<file path="src/rtl/bsg_offchip_pkg.sv">
// Shared defaults and helpers for the BSG offchip channel.
// Used by the downstream drain and the credit paths.
package bsg_offchip_pkg;

  localparam int ENTRY_W_DEF     = 16;
  localparam int RATIO_DEF       = 2;
  localparam int DEPTH_DEF       = 64;
  localparam int TOKEN_BATCH_DEF = 4;

  // Pointer index width for a power-of-two buffer depth.
  function automatic int ptr_w(input int depth);
    return (depth > 1) ? $clog2(depth) : 1;
  endfunction

  // LSB of slice k in a packed word; slice 0 sits at the MSB end.
  function automatic int slice_lsb(input int k,
                                   input int entry_w,
                                   input int ratio);
    return (ratio - 1 - k) * entry_w;
  endfunction

endpackage

</file>
<file path="src/rtl/bsg_offchip_token_gen.sv">
// Batched credit return: one pulse per TOKEN_BATCH consumes.
// Shared by the downstream drain and the upstream credit path.
module bsg_offchip_token_gen #(
  parameter int TOKEN_BATCH = 4
) (
  input  logic clk,
  input  logic rst_n,
  input  logic consume,
  output logic token
);

  localparam int CW = (TOKEN_BATCH > 1) ? $clog2(TOKEN_BATCH) : 1;

  logic [CW-1:0] cnt;
  logic          wrap;

  assign wrap = (cnt == CW'(TOKEN_BATCH - 1));

  // Count consumes; pulse for one cycle when a batch completes.
  always_ff @(posedge clk) begin
    if (!rst_n) begin
      cnt   <= '0;
      token <= 1'b0;
    end else begin
      token <= consume && wrap;
      if (consume)
        cnt <= wrap ? '0 : cnt + 1'b1;
    end
  end

endmodule

</file>
<file path="src/rtl/bsg_downstream_data_out_wide.sv">
// Core-side drain of the offchip downstream receive buffer.
// Packs RATIO entries per core word, valid/ready out, batched credits.
module bsg_downstream_data_out_wide
  import bsg_offchip_pkg::*;
#(
  parameter  int ENTRY_W     = ENTRY_W_DEF,
  parameter  int RATIO       = RATIO_DEF,
  parameter  int DEPTH       = DEPTH_DEF,
  parameter  int TOKEN_BATCH = TOKEN_BATCH_DEF,
  localparam int PTR_W       = ptr_w(DEPTH),
  localparam int CORE_W      = ENTRY_W * RATIO
) (
  input  logic              clk,
  input  logic              rst_n,
  input  logic [PTR_W:0]    wptr,
  output logic [PTR_W:0]    rptr,
  output logic [PTR_W-1:0]  buf_addr,
  input  logic [ENTRY_W-1:0] buf_data,
  output logic              full,
  output logic [CORE_W-1:0] core_data_out,
  output logic              core_valid_out,
  input  logic              core_ready,
  output logic              io_token_out
);

  localparam int PH_W = (RATIO > 1) ? $clog2(RATIO) : 1;

  logic [PH_W-1:0]   phase;
  logic              empty;
  logic              out_free;
  logic              last;
  logic              rd;
  logic [PTR_W:0]    rptr_next;
  logic [CORE_W-1:0] word;

  assign buf_addr  = rptr[PTR_W-1:0];
  assign empty     = (wptr == rptr);
  assign out_free  = !core_valid_out || core_ready;
  assign last      = (phase == PH_W'(RATIO - 1));
  assign rd        = !empty && (!last || out_free);
  assign rptr_next = rd ? rptr + 1'b1 : rptr;

  // Advance read pointer and slot phase; full is judged post-read.
  always_ff @(posedge clk) begin
    if (!rst_n) begin
      rptr  <= '0;
      phase <= '0;
      full  <= 1'b0;
    end else begin
      rptr <= rptr_next;
      full <= (wptr[PTR_W] != rptr_next[PTR_W]) &&
              (wptr[PTR_W-1:0] == rptr_next[PTR_W-1:0]);
      if (rd)
        phase <= last ? '0 : phase + 1'b1;
    end
  end

  if (RATIO > 1) begin : g_acc
    logic [(RATIO-1)*ENTRY_W-1:0] acc;

    // Collect leading entries; keeps running while a word is held.
    always_ff @(posedge clk) begin
      if (!rst_n) begin
        acc <= '0;
      end else if (rd && !last) begin
        for (int k = 0; k < RATIO - 1; k++)
          if (phase == PH_W'(k))
            acc[slice_lsb(k, ENTRY_W, RATIO) - ENTRY_W +: ENTRY_W]
              <= buf_data;
      end
    end

    assign word = {acc, buf_data};
  end else begin : g_noacc
    assign word = buf_data;
  end

  // Output register: load on final read, drop on accept.
  always_ff @(posedge clk) begin
    if (!rst_n) begin
      core_data_out  <= '0;
      core_valid_out <= 1'b0;
    end else if (rd && last) begin
      core_data_out  <= word;
      core_valid_out <= 1'b1;
    end else if (core_valid_out && core_ready) begin
      core_valid_out <= 1'b0;
    end
  end

  bsg_offchip_token_gen #(
    .TOKEN_BATCH(TOKEN_BATCH)
  ) u_tok (
    .clk    (clk),
    .rst_n  (rst_n),
    .consume(rd),
    .token  (io_token_out)
  );

endmodule

</file>
<file path="config.mk">
export PLATFORM = sky130hd
export DESIGN_NAME = bsg_downstream_data_out_wide
export DESIGN_NICKNAME = d
export VERILOG_FILES = /design/src/rtl/bsg_offchip_pkg.sv /design/src/rtl/bsg_offchip_token_gen.sv /design/src/rtl/bsg_downstream_data_out_wide.sv
export SDC_FILE = /design/constraint.sdc
export NUM_CORES = 1
export LEC_CHECK = 0
export CAP_MARGIN = 20
export CORE_ASPECT_RATIO = 1.5
export CORE_MARGIN = 5
export CORE_UTILIZATION = 35
export CTS_CLUSTER_DIAMETER = 150
export DETAILED_ROUTE_END_ITERATION = 8
export PLACE_DENSITY = 0.71
export SETUP_SLACK_MARGIN = 0.3
export SYNTH_ARGS = -nofsm -noshare
export SYNTH_HDL_FRONTEND = slang
export SYNTH_HIERARCHICAL = 1
export SYNTH_SLANG_ARGS = --single-unit
</file>
<file path="constraint.sdc">
create_clock -name clk -period 1.8 [get_ports clk]
set_input_delay 0.36 -clock clk [delete_from_list [all_inputs] [get_ports clk]]
set_output_delay 0.36 -clock clk [all_outputs]
set_load 0.02 [all_outputs]
</file>
==> results by group, run 1 <==
Run status
  – Status: finished, final reports clean

Drt
  – Via-per-instance ratio: 4.73
  – ANT nets after route: 0
  – Router iterations before antenna repair: 4
  – Drt wl/cell: 14.2 um
  – Vias: 2,348
  – Drt total wl: 7040 um
  – DR iter-0 viols: 87
  – DRC violations left: 0

Global route
  – Initial antenna violation count: 0
  – Gr ovfl total: 0
  – Tot GR Track Use: 15.2%
  – Largest net degree at the start of global routing: 34
  – Vias in the first global route: 2,406
  – First-pass GRT wire length: 11,100 um

Clock network
  – Clk sink count: 61
  – Htree depth: 3
  – Total CTS buffers: 9
  – Later-pin clock latency in the skew report: 330 ps
  – CTS tree: built
  – CTS Hold Bufs: 0
  – Clk buf depth: 2
  – Clock root buffer: clkbuf_8
  – Clock slew at reported path FFs: 70 ps

STA
  – Hold Vio Cnt, Final: 0
  – Clock Skew: 9.81 ps
  – Crit share post-route: 98.8%
  – Actual slew at the worst max-slew pin: 310 ps
  – Final Setup Violations: 0
  – Worst hold margin: 395 ps
  – Rel. slew slack: 79.3%
  – FMAX: 562 MHz
  – Unrepaired setup endpoints after global routing: yes
  – Slew Viols, Final: 0
  – Crit path time final: 1780 ps

Floorplanning
  – Die footprint: 9400 um2
  – Die W: 80.9 um
  – Row count: 38
  – Ports: 74
  – Core Footprint: 7270 um2
  – Initial Utilization: 36.2%
  – Die H: 116 um

Synth
  – Synth cell types: 41
  – Seq/Total Area, Yosys: 46.3%
  – Syn_nets: 312
  – Synthesized area: 2640 um2
  – Synth Register Bits: 61
  – Syn avg cell area: 9.28 um2
  – Post-Syn Instances: 284
  – Yosys warns: 6

Pwr
  – Power per cell area: 838 nW/um2
  – Maximum vdd drop: 0.714 mV
  – Leakage power: 1.87 nW

Worst setup path
  – Worst setup EP type: flip-flop
  – Critical path class: reg -> reg
  – Crit path launch type: flip-flop
  – Crit path DAT: 2040 ps
  – WP data required: 2060 ps
  – CP max FO: 5

Place
  – Routability Congestion: 0.806
  – PortBufs: 73
  – HPWL after DPL: 4630 um
  – Placed Instances: 466

Cells and area
  – Core Util, Final: 56.5%
  – Post-route insts no fill: 496
  – Commonest non-fill, non-tap cell in the layout: nand2_1
  – Fraction of layout cells with a size suffix above 1: 27.8%
  – Number of diodes: 0
  – Fillers: 654
  – Area Growth Syn to Fin: 55.8%
  – Nets: 419
  – Commonest cells after routing, fill and taps aside: nand2_1, dfxtp_1, dlygate4sd2_1, a21boi_1, buf_4

Flow run
  – MaxCap Viol Count: 0

Hold path
  – Tightest Hold Check Type: in -> reg
final timing paths:
path / depth (start not counted) / slack (ps) / from / end
worst max register to register: 7 / 20 / rptr[0] / full
worst max-delay path: 7 / 20 / rptr[0] / full
worst min register to register: 2 / 450 / core_data_out[29] / core_data_out[29]
worst min-delay path: 2 / 400 / rst_n / u_tok/cnt[0]
layer usage:
metal	wire, um	GRT usage, %	share of wire (%)	up-vias
li1	-	-	-	1151
met1	2730	16.1	39	1109
met2	3750	27.4	53	73
met3	451	5.17	6.4	15
met4	114	5.86	1.6	0
met5	0	0	0	-
flip-flops by register name, summed over array words and instances, names as in the netlist:
register	flops
core_data_out	32
core_valid_out	1
full	1
g_acc.acc	16
last	1
rptr	7
u_tok/cnt	2
u_tok/token	1
through the flow:
stage / power (mW) / setup WS (ps) / setup TNS, ps / instance area, um2
2_1_floorplan: 1.87 / 28.8 / 0 / 2710
4_1_cts: 3.44 / 7.98 / 0 / 4020
3_5_place_dp: 2.14 / -575 / -28180 / 3650
3_3_place_gp: 2.13 / -516 / -26630 / 3650
5_1_grt: 3.63 / -73.9 / -1410 / 4110
6_report: 3.44 / 20.9 / 0 / 4110
timing repair:
action / in CTS / in global routing
cloned: 1 / 1
buffers inserted: 11 / 1
endpoints found under the setup margin: 109 / 71
hold endpoints to repair: 0 / 0
resized for setup: 97 / 35
pin swaps: 9 / 4
cell type report:
type | instances | area (um2) | area share, %
sequential | 61 | 1230 | 30.0
clock inverter | 3 | 41.3 | 1.01
multi-input combinational | 201 | 1440 | 35.1
inverter | 2 | 12.5 | 0.305
tap | 100 | 125 | 3.05
timing repair buffer | 116 | 1080 | 26.4
clock buffer | 13 | 169 | 4.11
where the power goes:
group / internal, mW / total [mW] / switching (mW)
Clock: 0.752 / 1.26 / 0.507
Sequential: 1.43 / 1.49 / 0.0514
Combinational: 0.354 / 0.698 / 0.344
critical path: stages (launching register included):
cell	delay, ps
dfxtp_2	340
buf_4	150
ha_1	280
xnor2_1	230
o311ai_2	140
o211ai_1	230
o2111ai_1	180
a31oi_1	170
kinds of logic after synthesis:
logic type,share of synthesized area (%)
fa+ha+maj,0.949
buf+inv,5.55
compound gates,13.3
mux,6.88
xor+xnor,4.98
flops,46.3
simple gates,22.0
synth_stat cells (all sizes together):
cell,instances,area share (%)
ha,2,0.95
a21oi,2,0.52
xnor2,6,2.0
a21boi,35,10
nor4b,1,0.57
o2111ai,1,0.33
o21ai,1,0.19
mux2,1,0.43
nand3b,1,0.28
o211ai,1,0.28
buf,14,4.4
dfxtp,61,46
xor2,9,3.0
nor2b,22,5.2
nor2,6,0.95
and3,1,0.28
mux2i,17,6.5
nor4,2,0.71
nor3,2,0.38
o21a,1,0.28
nand2,73,11
nor3b,1,0.47
o311ai,1,0.33
clkbuf,6,0.85
inv,2,0.28
and2,5,1.2
nand4,1,0.24
a21o,1,0.57
o32ai,1,0.33
nand2b,1,0.24
nand3,3,0.57
or3,1,0.24
a31oi,2,0.47
(Power assumes the default switching activity.)
==> inputs of run 2 (changes only) <==
--- a/config.mk
+++ b/config.mk
@@ -7,7 +7,7 @@
 export LEC_CHECK = 0
 export CAP_MARGIN = 20
 export CORE_ASPECT_RATIO = 1.5
-export CORE_MARGIN = 5
+export CORE_MARGIN = 2
 export CORE_UTILIZATION = 35
 export CTS_CLUSTER_DIAMETER = 150
 export DETAILED_ROUTE_END_ITERATION = 8
==> run 2 against run 1 <==
Against the previous run: die area is 12% lower; register-to-register slack better by 30 ps; clock skew shrank 3.2 ps; clock power is essentially flat; non-clock buffer count rose by 6; critical path depth stayed put; global-route usage is 2.4 points higher; fmax grew 1.5%; sequential share of layout area decreased by 0.92 points; cell area grew 3.9%; routed wire length about the same; hold slack got worse by 7.8 ps.
==> results by group, run 2 (synthesized netlist as in run 1, its figures left out) <==
Run status
  – Status: finished, final reports clean

Drt
  – ANT nets after route: 0 (unchanged)
  – Vias: 2,336 (-0.51%)
  – DR iter-0 viols: 51 (-41%)
  – Via-per-instance ratio: 4.65 (-1.7%)
  – DRC violations left: 0 (unchanged)
  – Router iterations before antenna repair: 4 (unchanged)
  – Drt total wl: 7050 um (about the same)
  – Drt wl/cell: 14.0 um (-1.1%)

Global route
  – Tot GR Track Use: 17.7% (+2.4 points)
  – Routing usage on met3: 6.00% (+0.83 points)
  – GR Layer Usage met2: 32.3% (+4.8 points)
  – GRT busiest layer: met2
  – Vias in the first global route: 2,234 (-7.1%)
  – Initial antenna violation count: 0 (unchanged)
  – Gr ovfl total: 0 (unchanged)
  – Met1 Use GR: 17.7% (+1.6 points)
  – Largest net degree at the start of global routing: 30 (-12%)
  – First-pass GRT wire length: 10,700 um (-3.6%)

Cells and area
  – Largest register FFs: 32 (unchanged)
  – Area Growth Syn to Fin: 61.9%
  – Post-route insts no fill: 502 (+1.2%)
  – Number of diodes: 0 (unchanged)
  – Commonest cells after routing, fill and taps aside: nand2_1, dfxtp_1, dlygate4sd2_1, a21boi_1, buf_4
  – Most flop-heavy register: core_data_out
  – Core Util, Final: 58.7% (+2.2 points)
  – Commonest non-fill, non-tap cell in the layout: nand2_1
  – Fraction of layout cells with a size suffix above 1: 27.9% (+0.083 points)
  – Fillers: 630 (-3.7%)
  – Nets: 425 (+1.4%)
  – Largest registers: core_data_out (32), g_acc.acc (16), rptr (7)

Place
  – PortBufs: 73 (unchanged)
  – Routability Congestion: 0.906 (+12%)
  – HPWL after DPL: 4450 um (-3.9%)
  – Placed Instances: 469 (+0.64%)

Clock network
  – Clock slew at reported path FFs: 70 ps (about the same)
  – Clock root buffer: clkbuf_8
  – Later-pin clock latency in the skew report: 340 ps (about the same)
  – Total CTS buffers: 9 (unchanged)
  – Clk buf depth: 2 (unchanged)
  – CTS tree: built
  – Htree depth: 3 (unchanged)
  – Clk sink count: 61 (unchanged)

Floorplanning
  – Initial Utilization: 36.2% (unchanged)
  – Die H: 110 um (-5.2%)
  – Row count: 38 (unchanged)
  – Core Footprint: 7270 um2 (unchanged)
  – Die footprint: 8260 um2 (-12%)
  – Ports: 74 (unchanged)
  – Die W: 74.9 um (-7.4%)

Pwr
  – Power Total: 3.50 mW (+1.6%)
  – Maximum vdd drop: 0.510 mV (-29%)
  – Leakage power: 1.92 nW (+2.8%)
  – Power per cell area: 820 nW/um2 (-2.2%)

STA
  – FMAX: 571 MHz (+1.5%)
  – Slew Viols, Final: 0 (unchanged)
  – Crit share post-route: 97.3% (-1.5 points)
  – Actual slew at the worst max-slew pin: 328 ps (+18.0 ps)
  – Crit path time final: 1750 ps (-26.9 ps)
  – Clock Skew: 6.65 ps (-3.16 ps)
  – Hold Vio Cnt, Final: 0 (unchanged)
  – Rel. slew slack: 78.2% (-1.1 points)
  – Final Setup Violations: 0 (unchanged)
  – Setup TNS: 0 ps (unchanged)
  – Unrepaired setup endpoints after global routing: yes

Worst setup path
  – CP max FO: 5 (unchanged)
  – WP data required: 2060 ps (about the same)
  – Crit path DAT: 2020 ps (-20 ps)
  – FF-to-FF path depth: 7 (unchanged)
  – Crit path from: rptr[0]
  – Critical path class: reg -> reg
  – Crit path launch type: flip-flop
  – R2r startpoint: rptr[0]
  – Worst setup EP type: flip-flop

Hold path
  – Hold_sp: core_ready
  – Hold path depth: 3 (+1)
  – Tightest Hold Check Type: in -> reg

Flow run
  – MaxCap Viol Count: 0 (unchanged)
==> run 2: critical path, stage by stage, from the launching register on <==
cell	delay, ps
dfxtp_4	370
buf_4	160
ha_4	240
xnor2_1	180
o311ai_1	130
o211ai_1	260
o2111ai_1	180
a31oi_1	170
==> run 2: timing repair <==
item	in CTS	in global routing
endpoints found under the setup margin	109	69
resized for setup	113	23
pin swaps	16	7
buffers inserted	9	3
gates cloned	3	2
hold buffers	0	0
==> run 2: per-layer routing <==
metal	routed length [um]	vias up
li1	-	1165
met1	2700	1094
met2	3830	63
met3	356	14
met4	161	0
met5	0	-
==> run 2: final cells by class <==
cell class | instances | area, um2 | share of cell area, %
sequential | 61 | 1240 | 29.1
clock inverter | 3 | 42.5 | 0.997
multi-input combinational | 201 | 1490 | 34.8
inverter | 2 | 10.0 | 0.235
timing repair buffer | 122 | 1190 | 28.0
clock buffer | 13 | 169 | 3.96
tap | 100 | 125 | 2.93
==> run 2: report_power, final <==
part | total (mW) | leakage, nW | internal [mW] | switching [mW]
registers | 1.48 | 0.505 | 1.43 | 0.0531
clock network | 1.27 | 0.106 | 0.751 | 0.520
logic | 0.742 | 1.31 | 0.392 | 0.350
total | 3.50 | 1.92 | 2.57 | 0.923
==> run 2: path summary, 6_finish.rpt <==
kind                             to  slack, ps
setup / recovery               full         50
hold / removal       core_valid_out        390
setup reg to reg               full         50
hold reg to reg   core_data_out[16]        450
==> run 2: per-stage QoR <==
stage	hold WS [ps]	area, um2	setup slack [ps]
floorplan	434	2710	28.8
global placement	437	3730	-449
detailed placement	443	3730	-530
CTS	413	4170	73.6
global route	410	4270	-16.7
finish	388	4270	47.8
